==> src/rtl/fp_to_int_if.sv <==
// fp_to_int_if: handshake and data bundle for the float-to-integer converter.
//   in_valid/in_ready  operand handshake
//   in_sign/in_exp/in_frac  operand fields (sign, biased exponent, fraction)
//   out_valid/out_ready  result handshake
//   out_int/out_inexact  signed truncated result and lost-bits flag
// modport master: producer of operands and consumer of results (e.g. a bench)
// modport slave:  the converter itself
interface fp_to_int_if #(
    parameter int EXP_W  = 4,
    parameter int FRAC_W = 8,
    parameter int INT_W  = 16
);
    logic              in_valid;
    logic              in_ready;
    logic              in_sign;
    logic [EXP_W-1:0]  in_exp;
    logic [FRAC_W-1:0] in_frac;
    logic              out_valid;
    logic              out_ready;
    logic [INT_W-1:0]  out_int;
    logic              out_inexact;

    modport master (
        output in_valid, in_sign, in_exp, in_frac, out_ready,
        input  in_ready, out_valid, out_int, out_inexact
    );

    modport slave (
        input  in_valid, in_sign, in_exp, in_frac, out_ready,
        output in_ready, out_valid, out_int, out_inexact
    );
endinterface

==> src/rtl/fp_to_int.sv <==
// fp_to_int: sequential converter from the small float format
// (sign, EXP_W-bit biased exponent, FRAC_W-bit fraction) to a signed
// INT_W-bit two's-complement integer, truncated toward zero.
// The magnitude is shifted one bit per clock, so latency is
// |exp - BIAS| + 1 cycles from accept to out_valid.
// Ports:
//   clk      rising-edge clock
//   reset_n  asynchronous active-low reset
//   bus      fp_to_int_if.slave: operand handshake in, result handshake out
module fp_to_int #(
    parameter int EXP_W  = 4,
    parameter int FRAC_W = 8,
    parameter int BIAS   = 8,
    parameter int INT_W  = 16
) (
    input  logic        clk,
    input  logic        reset_n,
    fp_to_int_if.slave  bus
);
    typedef enum logic [1:0] {IDLE, SHIFT, DONE} state_t;

    localparam logic [EXP_W:0] BIAS_EXT = (EXP_W+1)'(BIAS);
    localparam logic [EXP_W:0] CNT_ONE  = (EXP_W+1)'(1);

    state_t             state_reg;
    logic [INT_W-1:0]   mag_reg;
    logic               sign_reg;
    logic               left_reg;
    logic [EXP_W:0]     cnt_reg;
    logic               sticky_reg;
    logic [INT_W-1:0]   out_int_reg;
    logic               out_inexact_reg;
    logic               out_valid_reg;

    // Shift distance and direction of the incoming operand, one bit wider
    // than the exponent so the subtraction cannot wrap.
    logic [EXP_W:0]     exp_ext;
    logic               exp_ge_bias;
    logic [EXP_W:0]     cnt_in;

    assign exp_ext     = {1'b0, bus.in_exp};
    assign exp_ge_bias = (exp_ext >= BIAS_EXT);
    assign cnt_in      = exp_ge_bias ? (exp_ext - BIAS_EXT) : (BIAS_EXT - exp_ext);

    always_ff @(posedge clk or negedge reset_n) begin
        if (!reset_n) begin
            state_reg       <= IDLE;
            mag_reg         <= '0;
            sign_reg        <= 1'b0;
            left_reg        <= 1'b0;
            cnt_reg         <= '0;
            sticky_reg      <= 1'b0;
            out_int_reg     <= '0;
            out_inexact_reg <= 1'b0;
            out_valid_reg   <= 1'b0;
        end else begin
            case (state_reg)
                IDLE: begin
                    if (bus.in_valid) begin
                        mag_reg    <= INT_W'(bus.in_frac);
                        sign_reg   <= bus.in_sign;
                        sticky_reg <= 1'b0;
                        left_reg   <= exp_ge_bias;
                        cnt_reg    <= cnt_in;
                        state_reg  <= SHIFT;
                    end
                end
                SHIFT: begin
                    if (cnt_reg != '0) begin
                        if (left_reg) begin
                            mag_reg <= mag_reg << 1;
                        end else begin
                            mag_reg    <= mag_reg >> 1;
                            // Any 1 falling off the bottom makes the result inexact.
                            sticky_reg <= sticky_reg | mag_reg[0];
                        end
                        cnt_reg <= cnt_reg - CNT_ONE;
                    end else begin
                        // Negating a zero magnitude yields zero, so no negative zero.
                        out_int_reg     <= sign_reg ? (~mag_reg + INT_W'(1)) : mag_reg;
                        out_inexact_reg <= sticky_reg;
                        out_valid_reg   <= 1'b1;
                        state_reg       <= DONE;
                    end
                end
                DONE: begin
                    // Result held until taken; out_int keeps its value afterwards.
                    if (bus.out_ready) begin
                        out_valid_reg <= 1'b0;
                        state_reg     <= IDLE;
                    end
                end
                default: begin
                    state_reg <= IDLE;
                end
            endcase
        end
    end

    assign bus.in_ready    = (state_reg == IDLE);
    assign bus.out_valid   = out_valid_reg;
    assign bus.out_int     = out_int_reg;
    assign bus.out_inexact = out_inexact_reg;
endmodule

==> src/flat_wrapper.sv <==
// flat-port wrapper written by rule: the top's interface ports become plain ports
module fp_to_int_flat 
#(
    parameter int EXP_W  = 4,
    parameter int FRAC_W = 8,
    parameter int BIAS   = 8,
    parameter int INT_W  = 16
)
  (clk, reset_n, bus_in_valid, bus_in_sign, bus_in_exp, bus_in_frac, bus_out_ready, bus_in_ready, bus_out_valid, bus_out_int, bus_out_inexact);
  fp_to_int_if #(.EXP_W(EXP_W), .FRAC_W(FRAC_W), .INT_W(INT_W)) bus_i ();
  input  logic clk;
  input  logic reset_n;
  input wire logic [$bits(bus_i.in_valid)-1:0] bus_in_valid;
  input wire logic [$bits(bus_i.in_sign)-1:0] bus_in_sign;
  input wire logic [$bits(bus_i.in_exp)-1:0] bus_in_exp;
  input wire logic [$bits(bus_i.in_frac)-1:0] bus_in_frac;
  input wire logic [$bits(bus_i.out_ready)-1:0] bus_out_ready;
  output wire logic [$bits(bus_i.in_ready)-1:0] bus_in_ready;
  output wire logic [$bits(bus_i.out_valid)-1:0] bus_out_valid;
  output wire logic [$bits(bus_i.out_int)-1:0] bus_out_int;
  output wire logic [$bits(bus_i.out_inexact)-1:0] bus_out_inexact;
  assign bus_i.in_valid = bus_in_valid;
  assign bus_i.in_sign = bus_in_sign;
  assign bus_i.in_exp = bus_in_exp;
  assign bus_i.in_frac = bus_in_frac;
  assign bus_i.out_ready = bus_out_ready;
  assign bus_in_ready = bus_i.in_ready;
  assign bus_out_valid = bus_i.out_valid;
  assign bus_out_int = bus_i.out_int;
  assign bus_out_inexact = bus_i.out_inexact;
  fp_to_int #(.EXP_W(EXP_W), .FRAC_W(FRAC_W), .BIAS(BIAS), .INT_W(INT_W)) u_core (.clk(clk), .reset_n(reset_n), .bus(bus_i));
endmodule
==> config.mk <==
export PLATFORM = sky130hd
export DESIGN_NAME = fp_to_int_flat
export DESIGN_NICKNAME = d
export VERILOG_FILES = /design/src/rtl/fp_to_int_if.sv /design/src/rtl/fp_to_int.sv /design/src/flat_wrapper.sv
export SDC_FILE = /design/constraint.sdc
export NUM_CORES = 1
export LEC_CHECK = 0
export CAP_MARGIN = 25
export CORE_MARGIN = 2
export CORE_UTILIZATION = 30
export CTS_CLUSTER_DIAMETER = 30
export CTS_CLUSTER_SIZE = 28
export DETAILED_ROUTE_END_ITERATION = 6
export HOLD_SLACK_MARGIN = 0.05
export SLEW_MARGIN = 20
export SYNTH_ARGS = -nofsm -noshare
export SYNTH_HDL_FRONTEND = slang
export SYNTH_SLANG_ARGS = --single-unit
==> constraint.sdc <==
create_clock -name clk -period 5 [get_ports clk]
set_clock_uncertainty 0.05 [all_clocks]
set_input_delay 1 -clock clk [delete_from_list [all_inputs] [get_ports clk]]
set_output_delay 1 -clock clk [all_outputs]
set_load 0.02 [all_outputs]
==> out/metrics.yaml, run 1 <==
timing:
  setup_viol: 0
  finalSetupTns_ps: 0
  max_slew_margin_pct: 42.8
  max_freq_mhz: 387
  min_period_ps: 2580
  hold_viol: 0
  fin_crit_sh_pct: 51.6
  rsz0062_at_grt: "no"
  drv_slew: 0
  max_slew.worst_pin.slew_ps: 858
cts:
  insertion_delay_ps: 300
  h-tree-depth: 2
  cts_buffers: 5
  clkTransAtPathRegs_ps: 90
  cts_hold_buf: 0
  cts_setup_buffers: 0
  cts_tree: "done"
  cts.sinks: 44
  postCtsResizedCells: 0
  root_buffer: "clkbuf_8"
  cts.path.max_buffers: 2
job:
  max_cap_violations: 0
critical_path:
  cp_data_required_time_ps: 3950
  critPathKind: "flop to output port"
  worst_ep_arrival_time_ps: 1530
  crit_path_start_kind: "flop"
  critPathCaptureType: "output port"
  path_max_fanout: 7
placed_design:
  portBuffers: 35
  dp_hpwl_mm: 3.34
  globalplace.congestion: 0.769
die:
  die_h_um: 91.4
  rows: 31
  die-width_um: 91.4
  initial_core_util_pct: 31.3
  die_area_sq_mm: 0.00836
  coreArea_sq_mm: 0.00733
  ios: 36
pwr:
  p_leak_nw: 1.23
  ir_drop_mv: 0.298
  power_density_mw_per_mm2: 654
synthesis:
  syn_area_sq_mm: 0.00229
  synthTopCellsByArea: "dfrtp_1 48%, nand2_1 8.0%, o21ai_0 7.9%, mux2i_1 7.0%, xor2_1 5.3%"
  ys_warn_count: 0
  synth.most_common_cell: "nand2_1"
  synth_edf_count: 0
  synth_top_area_share_pct: 48.0
  ys_ff_latch: 44
  avgSynthCellArea_sq_um: 9.28
  synth_area_leader_cell: "dfrtp_1"
  synth_cell_types: 32
  synth_flop_cell: "dfrtp_1"
  async_flop_share_pct: 100
  syn_nets: 267
  syn_inst: 247
  ys_top_cells_by_count: "49 x nand2_1, 44 x dfrtp_1, 36 x o21ai_0, 16 x mux2i_1, 14 x xor2_1"
  ys_seq_area_share_pct: 48.0
grt:
  grt_pass1_wl_mm: 8.29
  overflow: 0
  grt_pass1_vias: 1723
  grt_max_degree: 45
  gr-usage-all-layers_pct: 12.3
  grt_antenna_before_repair: 0
layout:
  postLayoutCoreUtil_pct: 38.6
  drive_above_1_share_pct: 6.47
  antenna_cells: 0
  nNetsFinal: 297
  area_growth_syn_to_layout_pct: 23.5
worst_hold_path:
  min_path_type: "flop to flop"
drt:
  ant_nets: 0
  vias: 1783
  drt_iter0_drc: 105
  routed_wl_mm: 4.77
  drtPass1Iterations: 4
  wl_per_cell_um: 12.7
  post-route-drc-count: 0
  vias_per_cell: 4.73
run_status:
  outcome: "complete, no violations"
## placed cells by master (no fill, tap or decap), types with 5 or more instances in the layout
cell type / netlist / layout
o31ai_1: 12 / 12
nand2_1: 49 / 49
xor2_1: 14 / 14
nor2_1: 13 / 13
mux2i_1: 16 / 16
clkbuf_8: 0 / 5
dfrtp_1: 44 / 44
clkdlybuf4s50_1: 0 / 34
inv_1: 9 / 9
o21ai_0: 36 / 36
## path summary, 6_finish.rpt
check / from / end / slack [ps] / cells after the start
max reg2reg: u_core.cnt_reg[0] / u_core.cnt_reg[1] / 2690 / 7
min in group asynchronous: reset_n / u_core.state_reg[1] / 630 / 1
min: u_core.bus.out_int[9] / u_core.bus.out_int[9] / 430 / 2
min reg2reg: u_core.bus.out_int[9] / u_core.bus.out_int[9] / 430 / 2
max: u_core.state_reg[0] / bus_in_ready / 2420 / 2
max in group asynchronous: reset_n / u_core.mag_reg[10] / 3880 / 1
## critical path, cell delays in order, from the launching register on
cell and delay, ps:
dfrtp_1 450, nor2_1 160, clkdlybuf4s50_1 620
## kinds of logic after synthesis
group / count (synthesis) / synth area share, %
simple gates: 80 / 15.2
compound gates: 62 / 16.7
flops: 44 / 48.0
buf+inv: 24 / 4.20
mux: 19 / 8.46
xor+xnor: 15 / 5.73
fa+ha+maj: 3 / 1.64
## per-layer routing
layer	vias to the layer above	global-route usage [%]	wire length, um
li1	914	-	-
met2	42	19.0	2230
met1	825	16.8	2270
met3	2	3.07	247
met5	-	0	0
met4	0	4.17	23
## final cells by class
cell class,instances,area [sq um]
fillers,757,4500
repair buffers,38,385
multi-input cells,179,1090
well taps,99,124
clock inverters,3,23.8
flip-flops and latches,44,1100
inverters,9,33.8
clock buffers,5,68.8
## through the flow
step                      instance area (sq um)  worst slack, ps  hold WS [ps]  power [mW]  cells
after detailed placement                   2710             2040           420        1.62    367
after CTS                                  2800             2150           442        1.86    375
after floorplan                            2290             3000           412        1.34    247
after global placement                     2710             2130           412        1.60    367
after global routing                       2830             2340           457        2.02    377
final                                      2830             2420           432        1.85    377
## report_power, final
group / switching (mW) / leakage [nW] / internal (mW)
clock network: 0.130 / 0.0404 / 0.0990
logic: 0.492 / 0.632 / 0.437
registers: 0.193 / 0.555 / 0.503
total: 0.814 / 1.23 / 1.04
No activity file was read; power rests on OpenSTA's default activity.
==> run 2: changes to the inputs <==
Clock period 5 ns to 2.4 ns, I/O delays scaled along.
==> run 2 against run 1 <==
Worst hold slack worse by 250 ps. Count of clock-buffer cells in the layout is 1 higher. Sequential power increased by 110%. Sequential cell count is the same.
==> out/metrics.yaml, run 2 (same netlist as run 1, synthesis figures left out) <==
run_status:
  outcome: "complete, no violations"  # unchanged
timing:
  finalSetupTns_ps: 0  # unchanged
  timing.hold.ws_ps: 181  # was 432 ps
  setup_viol: 0  # unchanged
  drv_slew: 0  # unchanged
  max_freq_mhz: 478
  hold_viol: 0  # unchanged
  max_slew.worst_pin.slew_ps: 889  # was 858 ps
  finalWorstSetupSlack_ps: 306  # was 2420 ps
  fin_crit_sh_pct: 87.2
  max_slew_margin_pct: 40.7  # was 42.8%
  min_period_ps: 2090
  rsz0062_at_grt: "no"  # unchanged
drt:
  drt_iter0_drc: 76  # was 105
  drtPass1Iterations: 4  # unchanged
  routed_wl_mm: 4.91  # was 4.77 mm
  ant_nets: 0  # unchanged
  vias_per_cell: 4.66  # was 4.73
  vias: 1772  # was 1783
  wl_per_cell_um: 12.9  # was 12.7 um
  post-route-drc-count: 0  # unchanged
cts:
  cts.sinks: 44  # unchanged
  h-tree-depth: 2  # unchanged
  cts_buffers: 5  # unchanged
  insertion_delay_ps: 310  # was 300 ps
  root_buffer: "clkbuf_8"  # unchanged
  cts_setup_buffers: 0  # unchanged
  clkTransAtPathRegs_ps: 90  # about the same
  cts_tree: "done"  # unchanged
  postCtsResizedCells: 0  # unchanged
  cts.path.max_buffers: 2  # unchanged
  cts_hold_buf: 0  # unchanged
grt:
  grt_pass1_vias: 1784  # was 1723
  overflow: 0  # unchanged
  grt_pass1_wl_mm: 8.60  # was 8.29 mm
  grt_antenna_before_repair: 0  # unchanged
  gr-usage-all-layers_pct: 12.9  # was 12.3%
  grt_max_degree: 45  # unchanged
layout:
  drive_above_1_share_pct: 7.47  # was 6.47%
  final_cell_mix: "49 x nand2_1, 44 x dfrtp_1, 36 x o21ai_0"  # unchanged
  antenna_cells: 0  # unchanged
  area_growth_syn_to_layout_pct: 24.0  # was 23.5%
  nNetsFinal: 300  # was 297
  final_common_cell: "nand2_1"  # unchanged
  fin_area_sq_mm: 0.00284  # was 0.00283 sq mm
  nFillCells: 735  # was 757
placed_design:
  dpl_worst_slack_ps: 324  # was 2040 ps
  portBuffers: 35  # unchanged
  globalplace.congestion: 0.784  # was 0.769
  dp_hpwl_mm: 3.49  # was 3.34 mm
  placed_area_sq_mm: 0.00274  # was 0.00271 sq mm
critical_path:
  cpLargestDelayFamily: "simple AND/OR/NAND/NOR gates"  # was buffers and inverters
  crit_path_start_kind: "flop"  # unchanged
  reg2reg_from: "u_core.mag_reg[10]"  # was u_core.cnt_reg[0]
  critPathCaptureType: "flop"  # was output port
  critical-path-max-stage-delay_ps: 570  # was 620 ps
  path_cells: "or4_4, or4_4, o31ai_4, xor2_1, o21ai_1"  # was nor2_1, clkdlybuf4s50_1
  cp_num_cells: 5  # was 2
  reg2reg_depth: 5  # was 7
  r2r_slack_ps: 310  # was 2690 ps
  critPathBufInv: 0  # was 1
  cp_data_required_time_ps: 2550  # was 3950 ps
  crit_start: "u_core.mag_reg[10]"  # was u_core.state_reg[0]
  path_max_fanout: 5  # was 7
  slowest_stage: "or4_4"  # was clkdlybuf4s50_1
  crit_top_cell: "or4_4"
  reg2reg_to: "u_core.bus.out_int[15]"  # was u_core.cnt_reg[1]
  critPathKind: "flop to flop"  # was flop to output port
  worst_ep_arrival_time_ps: 2240  # was 1530 ps
pwr:
  p_sw_share_pct: 43.6  # was 43.9%
  sequentialPowerShare_pct: 37.2  # was 37.5%
  power_density_mw_per_mm2: 1370  # was 654 mW/mm^2
  p_sw_mw: 1.69  # was 0.814 mW
  total_power_mw: 3.88  # was 1.85 mW
  comb_power_share_pct: 49.8  # was 50.1%
  ir_drop_mv: 0.754  # was 0.298 mV
  intPower_mw: 2.19  # was 1.04 mW
  p_leak_nw: 1.24  # was 1.23 nW
  power.share.clock_pct: 13.0  # was 12.3%
die:
  ios: 36  # unchanged
  initial_core_util_pct: 31.3  # unchanged
  coreArea_sq_mm: 0.00733  # unchanged
  rows: 31  # unchanged
  die-width_um: 91.4  # unchanged
  die_area_sq_mm: 0.00836  # unchanged
  die_h_um: 91.4  # unchanged
job:
  max_cap_violations: 0  # unchanged
worst_hold_path:
  min_path_type: "input pin to async pin"  # was flop to flop
-- run 2: changes by cell type in the layout (fill, tap and decap cells not counted), sizes merged --
| cell | change |
|---|---|
| buf | +3 |
| clkinv | -1 |
| clkbuf | +1 |
-- run 2: worst max path at each step --
stage / end
2_1_floorplan: u_core.bus.out_int[15]
3_5_place_dp: u_core.bus.out_int[15]
3_3_place_gp: u_core.bus.out_int[15]
6_report: u_core.bus.out_int[15]
4_1_cts: bus_in_ready
5_1_grt: u_core.bus.out_int[13]
-- run 2: final cells by class --
class | count | area [sq um] | area share [%]
inverter | 9 | 33.8 | 1.19
tap | 99 | 124 | 4.36
clock buffer | 6 | 82.6 | 2.91
multi-input combinational | 179 | 1090 | 38.5
sequential | 44 | 1100 | 38.7
clock inverter | 2 | 15.0 | 0.528
timing repair buffer | 41 | 390 | 13.7
-- run 2: stage by stage --
step	cells	util [%]
2_1_floorplan	247	-
3_3_place_gp	372	37.4
3_5_place_dp	372	37.4
4_1_cts	380	38.8
5_1_grt	380	38.8
6_report	380	38.8
-- run 2: routing by layer --
| metal | track usage (%) | vias to the layer above | part of all wire, % | wire, um |
|---|---|---|---|---|
| li1 | - | 919 | - | - |
| met1 | 18.1 | 810 | 52 | 2560 |
| met2 | 19.1 | 35 | 42 | 2080 |
| met5 | 0 | - | 0 | 0 |
| met3 | 2.74 | 8 | 3.8 | 189 |
| met4 | 5.30 | 0 | 1.7 | 85 |
-- run 2: power groups by stage --
| stage | combinational [mW] | clock, mW | sequential, mW |
|---|---|---|---|
| floorplan | 1.36 | 0 | 1.43 |
| global placement | 1.92 | 0 | 1.45 |
| detailed placement | 1.95 | 0 | 1.46 |
| CTS | 1.95 | 0.530 | 1.44 |
| global route | 2.19 | 0.556 | 1.50 |
| finish | 1.93 | 0.506 | 1.44 |
